**config.mk**
```make
export PLATFORM = sky130hd
export DESIGN_NAME = bitwise_op_stage
export DESIGN_NICKNAME = d
export VERILOG_FILES = /design/src/rtl/bitwise_pkg.sv /design/src/rtl/bitwise_skid_buf.sv /design/src/rtl/bitwise_op_stage.sv
export SDC_FILE = /design/constraint.sdc
export NUM_CORES = 1
export LEC_CHECK = 0
export BUFFER_PORTS_ARGS = -buffer_cell sky130_fd_sc_hd__buf_2
export CAP_MARGIN = 0
export CELL_PAD_IN_SITES_DETAIL_PLACEMENT = 0
export CELL_PAD_IN_SITES_GLOBAL_PLACEMENT = 1
export CORE_MARGIN = 2
export CORE_UTILIZATION = 41
export CTS_BUF_LIST = sky130_fd_sc_hd__clkbuf_16
export DETAILED_ROUTE_END_ITERATION = 10
export HOLD_SLACK_MARGIN = 0.05
export PLACE_DENSITY = 0.84
export SYNTH_ARGS = -nofsm -noshare
export SYNTH_HDL_FRONTEND = slang
export SYNTH_SLANG_ARGS = --single-unit
```
**constraint.sdc**
```tcl
create_clock -name clk -period 3.82 [get_ports clk]
set_input_delay 0.955 -clock clk [delete_from_list [all_inputs] [get_ports clk]]
set_output_delay 0.955 -clock clk [all_outputs]
set_load 0.1 [all_outputs]
```
**src/rtl/bitwise_pkg.sv**
```systemverilog
// Shared types for the bitwise operation stage: opcode and skid-buffer state encodings.
package bitwise_pkg;

    typedef enum logic [1:0] {
        BW_AND  = 2'b00,
        BW_OR   = 2'b01,
        BW_NAND = 2'b10,
        BW_NOR  = 2'b11
    } bitwise_op_e;

    localparam int unsigned BW_NUM_OPS = 4;

    typedef enum logic [1:0] {
        BUF_EMPTY = 2'b00,
        BUF_ONE   = 2'b01,
        BUF_TWO   = 2'b10
    } buf_state_e;

endpackage

```
**src/rtl/bitwise_skid_buf.sv**
```systemverilog
// Two-entry valid/ready skid buffer; head entry drives the outputs and in_ready is registered
// so no combinational path exists from out_ready back to in_ready.
module bitwise_skid_buf
    import bitwise_pkg::*;
#(
    parameter int unsigned DW = 10
) (
    input  logic          clk,
    input  logic          rst,
    input  logic          in_valid,
    output logic          in_ready,
    input  logic [DW-1:0] in_data,
    output logic          out_valid,
    input  logic          out_ready,
    output logic [DW-1:0] out_data
);

    buf_state_e    r_state;
    logic          r_in_ready;
    logic          r_out_valid;
    logic [DW-1:0] r_head;
    logic [DW-1:0] r_skid;

    logic w_in_xfer;
    logic w_out_xfer;

    assign w_in_xfer  = in_valid & r_in_ready;
    assign w_out_xfer = r_out_valid & out_ready;

    always_ff @(posedge clk) begin
        if (rst) begin
            r_state     <= BUF_EMPTY;
            r_in_ready  <= 1'b1;
            r_out_valid <= 1'b0;
            r_head      <= '0;
            r_skid      <= '0;
        end else begin
            unique case (r_state)
                BUF_EMPTY: begin
                    if (w_in_xfer) begin
                        r_head      <= in_data;
                        r_out_valid <= 1'b1;
                        r_state     <= BUF_ONE;
                    end
                end
                BUF_ONE: begin
                    if (w_in_xfer && !w_out_xfer) begin
                        r_skid     <= in_data;
                        r_in_ready <= 1'b0;
                        r_state    <= BUF_TWO;
                    end else if (!w_in_xfer && w_out_xfer) begin
                        r_out_valid <= 1'b0;
                        r_state     <= BUF_EMPTY;
                    end else if (w_in_xfer && w_out_xfer) begin
                        r_head <= in_data;
                    end
                end
                BUF_TWO: begin
                    // in_ready is low here, so only a drain can happen
                    if (w_out_xfer) begin
                        r_head     <= r_skid;
                        r_in_ready <= 1'b1;
                        r_state    <= BUF_ONE;
                    end
                end
                default: begin
                    r_state     <= BUF_EMPTY;
                    r_in_ready  <= 1'b1;
                    r_out_valid <= 1'b0;
                end
            endcase
        end
    end

    assign in_ready  = r_in_ready;
    assign out_valid = r_out_valid;
    assign out_data  = r_head;

endmodule

```
**src/rtl/bitwise_op_stage.sv**
```systemverilog
// Handshaked AND/OR/NAND/NOR stage with zero/all-ones flags behind a 2-entry skid buffer.
// Optional per-op saturating accept counters when BITWISE_OP_COUNT_EN is defined.
module bitwise_op_stage
    import bitwise_pkg::*;
#(
    parameter int unsigned WIDTH     = 8,
    parameter int unsigned CNT_WIDTH = 16
) (
    input  logic             clk,
    input  logic             rst,
    input  logic             in_valid,
    output logic             in_ready,
    input  logic [WIDTH-1:0] in_a,
    input  logic [WIDTH-1:0] in_b,
    input  logic [1:0]       in_op,
    output logic             out_valid,
    input  logic             out_ready,
    output logic [WIDTH-1:0] out_result,
    output logic             out_zero,
    output logic             out_ones
`ifdef BITWISE_OP_COUNT_EN
    ,
    output logic [BW_NUM_OPS*CNT_WIDTH-1:0] op_count
`endif
);

    logic [WIDTH-1:0] w_result;
    logic             w_zero;
    logic             w_ones;
    logic [WIDTH+1:0] w_buf_in;
    logic [WIDTH+1:0] w_buf_out;

    always_comb begin
        w_result = '0;
        unique case (bitwise_op_e'(in_op))
            BW_AND:  w_result = in_a & in_b;
            BW_OR:   w_result = in_a | in_b;
            BW_NAND: w_result = ~(in_a & in_b);
            BW_NOR:  w_result = ~(in_a | in_b);
            default: w_result = '0;
        endcase
    end

    assign w_zero   = (w_result == '0);
    assign w_ones   = &w_result;
    assign w_buf_in = {w_result, w_zero, w_ones};

    bitwise_skid_buf #(
        .DW(WIDTH + 2)
    ) u_skid_buf (
        .clk      (clk),
        .rst      (rst),
        .in_valid (in_valid),
        .in_ready (in_ready),
        .in_data  (w_buf_in),
        .out_valid(out_valid),
        .out_ready(out_ready),
        .out_data (w_buf_out)
    );

    assign out_result = w_buf_out[WIDTH+1:2];
    assign out_zero   = w_buf_out[1];
    assign out_ones   = w_buf_out[0];

`ifdef BITWISE_OP_COUNT_EN
    logic                 w_in_xfer;
    logic [CNT_WIDTH-1:0] r_op_count [BW_NUM_OPS];

    assign w_in_xfer = in_valid & in_ready;

    // Counters saturate at all ones rather than wrapping
    always_ff @(posedge clk) begin
        for (int k = 0; k < BW_NUM_OPS; k++) begin
            if (rst) begin
                r_op_count[k] <= '0;
            end else if (w_in_xfer && (in_op == 2'(k)) && (r_op_count[k] != '1)) begin
                r_op_count[k] <= r_op_count[k] + CNT_WIDTH'(1);
            end
        end
    end

    assign op_count = {r_op_count[3], r_op_count[2], r_op_count[1], r_op_count[0]};
`endif

endmodule

```
==> results of run 1 <==
per-layer routing:
layer  track usage  vias up  wire [um]
met5             0        -          0
met4        0.0652        0         34
met3        0.0211        4        144
met2         0.298       38       1440
met1         0.217      615       1530
li1              -      716          -
flip-flops by register name, summed over array words and instances, names as in the netlist:
name	cells
u_skid_buf.in_ready	1
u_skid_buf.out_data	10
u_skid_buf.out_valid	1
u_skid_buf.r_skid	10
u_skid_buf.r_state	2
synthesized netlist by cell type (3+ instances only):
master	number
nand4_1	3
a21oi_1	25
buf_2	5
maj3_1	4
xnor2_1	4
a211oi_1	8
xnor2_2	4
maj3_2	4
nand2b_1	5
dfxtp_1	24
clkbuf_1	6
nand3b_1	3
nor2_1	39
o21ai_0	4
inv_1	3
nand2_1	9
power breakdown:
group | switching, uW | internal, uW
sequential | 19.4 | 278
clock | 83.3 | 140
combinational | 247 | 90.0
cell type report:
| class | count | area [um2] | share of cell area |
|---|---|---|---|
| clock inverter | 1 | 3.75 | 0.00219 |
| tap | 46 | 57.6 | 0.0336 |
| inverter | 3 | 11.3 | 0.00658 |
| sequential | 24 | 480 | 0.281 |
| timing repair buffer | 34 | 173 | 0.101 |
| multi-input combinational | 145 | 911 | 0.532 |
| clock buffer | 3 | 75.1 | 0.0439 |
path summary, 6_finish.rpt:
path | end | cells after the start
max | u_skid_buf.out_data[1] | 6
min | u_skid_buf.r_skid[1] | 2
max reg2reg | u_skid_buf.r_skid[1] | 5
min reg2reg | u_skid_buf.r_skid[1] | 2
stage by stage:
stage | hold WS [ns] | cell area, um2 | worst slack (ns) | utilization
floorplan | 0.432 | 1470 | 1.64 | -
CTS | 0.462 | 1710 | 1.63 | 0.505
detailed placement | 0.454 | 1630 | 1.36 | 0.482
finish | 0.456 | 1710 | 1.64 | 0.505
global route | 0.488 | 1710 | 1.49 | 0.505
global placement | 0.440 | 1630 | 1.44 | 0.482
cells in the final DEF, fill, tap and decap left out, types with 5 or more instances in the layout:
cell,Yosys,layout
a21oi_1,25,25
nand2b_1,5,5
a211oi_1,8,8
dfxtp_1,24,24
nand2_1,9,9
nor2_1,39,39
buf_2,5,33
kinds of logic (layout without fill, tap and decap cells):
| family | count (synthesis) | count (layout) | synth area share |
|---|---|---|---|
| AND/OR/NAND/NOR | 70 | 70 | 0.229 |
| AO/OA/AOI/OAI | 58 | 58 | 0.260 |
| flip-flops | 24 | 24 | 0.328 |
| buffers and inverters | 16 | 41 | 0.0504 |
| adder cells (fa/ha/maj) | 8 | 8 | 0.0581 |
| XOR/XNOR | 8 | 8 | 0.0683 |
| multiplexers | 1 | 1 | 0.00683 |
worst max-delay path: stages:
cell      delay (ns)
buf_2           0.21
maj3_2          0.37
xnor2_2         0.20
and4_1          0.24
nand4_1         0.12
a221oi_2        0.25
==> impl_metrics.ini, run 1 <==
[outcome]
status = finished, final reports clean

[global_routing]
track_usage = 0.172
grt_pass1_vias = 1292
antenna_found_initial = 0
grt_overflow = 0
grt_pass1_wl_mm = 5.60
grt_max_degree = 26

[clock_tree]
cts_setup_buffers = 0
h-tree-depth = 1
clk_pin_slew_worst_paths_ns = 0.06
clk_latency_ns = 0.26
cts.sinks = 24
cts_buffer_depth = 2
cts_hold_buf = 0
cts_buffers = 3
post_cts_resized = 0
cts-root-buf = clkbuf_16
cts_tree = done

[floorplanning]
coreArea_mm2 = 0.00339
ios = 34
placementRows = 21
die_area_mm2 = 0.00407
dieHeight_um = 63.8
die_w_um = 63.8
start_util = 0.432

[place]
place.gp.congestion = 0.754
portBuffers = 33
dp_hpwl_mm = 2.32
place_inst = 252

[yosys]
netlist_instances = 185
syn_area_mm2 = 0.00147
ys_warn_count = 0
ys_types = 43
synth_area_leaders = dfxtp_1 (33%), nor2_1 (10%), a21oi_1 (8.5%), xnor2_2 (4.4%), a211oi_1 (4.1%)
ys_dominant_reg_cell = dfxtp_1
synth_top_area_cell = dfxtp_1
syn-num-nets = 207
synthArstFlopShare = 0
avgSynthCellArea_um2 = 7.92
synth_seq_area_share = 0.328
ys_seq_elements = 24
synth_edf_count = 0
yosys.area.top_type_share = 0.328

[power]
p_per_area_mw_per_mm2 = 501
ir_worst_vdd_v = 0.000185
p_leak_uw = 0.000707
power_uw = 858

[final_layout]
area_growth_syn_to_layout_pct = 16.8
nets = 233
diodes = 0
instances_no_fill = 256
fillers = 338
final_layout_size_suffix_gt1_frac = 0.224

[timing]
period_needed_ns = 2.18
final_hold_viol_count = 0
relSlewSlack = 0.565
clock_skew_ns = 0.00263
post-route-period-util = 0.569
final.setup.tns_ns = 0
max_freq_ghz = 0.460
slew_violations = 0
rsz0062_at_grt = no
worst_pin_slew_ns = 0.650
finalSetupViolations = 0

[worst_setup_path]
ff2ff_setup_slack_ns = 2.20
startpoint = in_op[0]
path_max_fanout = 19
worst_setup_path_end_kind = flip-flop
critPathRequiredTime_ns = 3.99
worstSetupPathType = in2reg
cp-start-kind = primary input
arrival_ns = 2.35
r2r_start = u_skid_buf.r_state[0]

[route]
routed_wl_mm = 3.14
dr_total_vias = 1373
ant_nets = 0
dr.pass1.iters = 4
post-route-drc-count = 0
wl_per_cell_um = 12.3
drt_iter0_drc = 53
avgViaCountPerCell = 5.36

[min_path]
worstHoldPathType = reg2reg
min_from = u_skid_buf.r_skid[1]

[run]
drv_cap = 0
Power figures use the tool's default switching activity.
==> inputs of run 2 (changes only) <==
--- a/config.mk
+++ b/config.mk
@@ -10,11 +10,11 @@
 export CELL_PAD_IN_SITES_DETAIL_PLACEMENT = 0
 export CELL_PAD_IN_SITES_GLOBAL_PLACEMENT = 1
 export CORE_MARGIN = 2
-export CORE_UTILIZATION = 41
+export CORE_UTILIZATION = 38
 export CTS_BUF_LIST = sky130_fd_sc_hd__clkbuf_16
 export DETAILED_ROUTE_END_ITERATION = 10
 export HOLD_SLACK_MARGIN = 0.05
-export PLACE_DENSITY = 0.84
+export PLACE_DENSITY = 0.79
 export SYNTH_ARGS = -nofsm -noshare
 export SYNTH_HDL_FRONTEND = slang
 export SYNTH_SLANG_ARGS = --single-unit
==> constraint.sdc (replaced) <==
create_clock -name clk -period 2.23 [get_ports clk]
set_input_delay 0.5575 -clock clk [delete_from_list [all_inputs] [get_ports clk]]
set_output_delay 0.5575 -clock clk [all_outputs]
set_load 0.1 [all_outputs]
==> run 2 against run 1 <==
Against the previous run: worst setup slack lost 1.2 ns; routed wire length grew 1.0%; critical endpoint unchanged; global-route usage is 1.8 points lower; die area increased by 7.4%; worst hold slack better by 0.0054 ns; largest cell class unchanged.
==> impl_metrics.ini, run 2 (synthesis gave the netlist of run 1 again) <==
[outcome]
status = finished, final reports clean

[worst_setup_path]
path_max_fanout = 19
cp-start-kind = primary input
ff2ff_setup_slack_ns = 0.59
critPathRequiredTime_ns = 2.40
worstSetupPathType = in2reg
r2r-end = u_skid_buf.r_skid[8]
r2r_start = u_skid_buf.r_state[1]
worst_setup_path_end_kind = flip-flop
rr_worst_depth = 5
arrival_ns = 1.93

[global_routing]
grt_pass1_vias = 1274
antenna_found_initial = 0
grt_max_degree = 26
track_usage = 0.154
grt_pass1_wl_mm = 5.30
grt_overflow = 0

[timing]
worst_pin_slew_ns = 0.633
rsz0062_at_grt = no
post-route-period-util = 0.786
finalSetupViolations = 0
clock_skew_ns = 0.00165
holdWs_ns = 0.462
period_needed_ns = 1.75
final_hold_viol_count = 0
relSlewSlack = 0.577
final.setup.tns_ns = 0
max_freq_ghz = 0.570
slew_violations = 0

[route]
routed_wl_mm = 3.18
post-route-drc-count = 0
drt_iter0_drc = 61
m1WireLength_mm = 1.49
highest_layer = met4
ant_nets = 0
avgViaCountPerCell = 5.47
wl_per_cell_um = 12.2
dr_total_vias = 1421
dr_wl_met3_um = 118
wl_met2_mm = 1.54
dr.pass1.iters = 4

[power]
ir_worst_vdd_v = 0.000321
p_per_area_mw_per_mm2 = 857
p_leak_uw = 0.000717

[clock_tree]
cts_buffers = 3
post_cts_resized = 0
h-tree-depth = 1
clk_pin_slew_worst_paths_ns = 0.06
cts_tree = done
clk_latency_ns = 0.26
cts_buffer_depth = 2
cts-root-buf = clkbuf_16
cts_setup_buffers = 0
cts_hold_buf = 0
cts.sinks = 24

[place]
place.gp.congestion = 0.761
dp_hpwl_mm = 2.48
portBuffers = 33

[floorplanning]
die_w_um = 66.1
ios = 34
start_util = 0.397
coreArea_mm2 = 0.00369
dieHeight_um = 66.1
die_area_mm2 = 0.00437
placementRows = 22

[final_layout]
final_layout_size_suffix_gt1_frac = 0.231
nets = 235
fillers = 366
area_growth_syn_to_layout_pct = 18.0
final_common_cell = nor2_1
mostFrequentLayoutCells = nor2_1 (39), buf_2 (33), a21oi_1 (25)
diodes = 0

[min_path]
whs_endpoint = u_skid_buf.r_skid[1]
min_from = u_skid_buf.r_skid[1]
min_path_cells = 2
worstHoldPathType = reg2reg

[run]
drv_cap = 0
run 2: cell types whose count changed in the layout (fill, tap and decap cells not counted), sizes merged:
cell,before,now
buf,34,36
run 2: worst max path at each step:
stage	startpoint	end	slack, ns	depth (start not counted)
finish	in_op[0]	u_skid_buf.out_data[1]	0.48	6
global route	in_op[0]	u_skid_buf.out_data[1]	0.36	6
CTS	in_op[0]	u_skid_buf.out_data[1]	0.45	6
detailed placement	in_op[0]	u_skid_buf.out_data[1]	0.19	6
global placement	in_op[0]	u_skid_buf.out_data[1]	0.25	6
floorplan	u_skid_buf.in_ready	u_skid_buf.out_data[0]	0.26	5
run 2: worst max-delay path, cell delays in order:
cell	delay [ns]
buf_2	0.20
maj3_2	0.36
xnor2_2	0.20
and4_1	0.24
nand4_1	0.11
a221oi_2	0.24
run 2: routing by layer:
metal  GRT usage  up-vias
li1            -      724
met4      0.0612        0
met3      0.0153        3
met5           0        -
met2       0.283       39
met1       0.180      655
run 2: layout make-up:
| class | instances | area, um2 | area share |
|---|---|---|---|
| clock buffer | 3 | 75.1 | 0.0434 |
| sequential | 24 | 480 | 0.278 |
| clock inverter | 1 | 3.75 | 0.00217 |
| inverter | 3 | 11.3 | 0.00651 |
| multi-input combinational | 145 | 911 | 0.527 |
| tap | 48 | 60.1 | 0.0347 |
| timing repair buffer | 36 | 188 | 0.109 |
run 2: through the flow:
stage	area (um2)	setup WS, ns	instances	total power [uW]	utilization
after global placement	1650	0.247	256	1100	0.447
final	1730	0.477	260	1480	0.469
after detailed placement	1650	0.185	256	1110	0.447
after floorplan	1470	0.259	185	991	-
after CTS	1730	0.453	260	1500	0.469
after global routing	1730	0.363	260	1560	0.469
run 2: power breakdown:
part,internal (uW),switching [uW],leakage [uW]
sequential,476,35.2,0.000196
combinational,160,424,0.000482
clock,239,146,0.0000385
total,876,605,0.000717
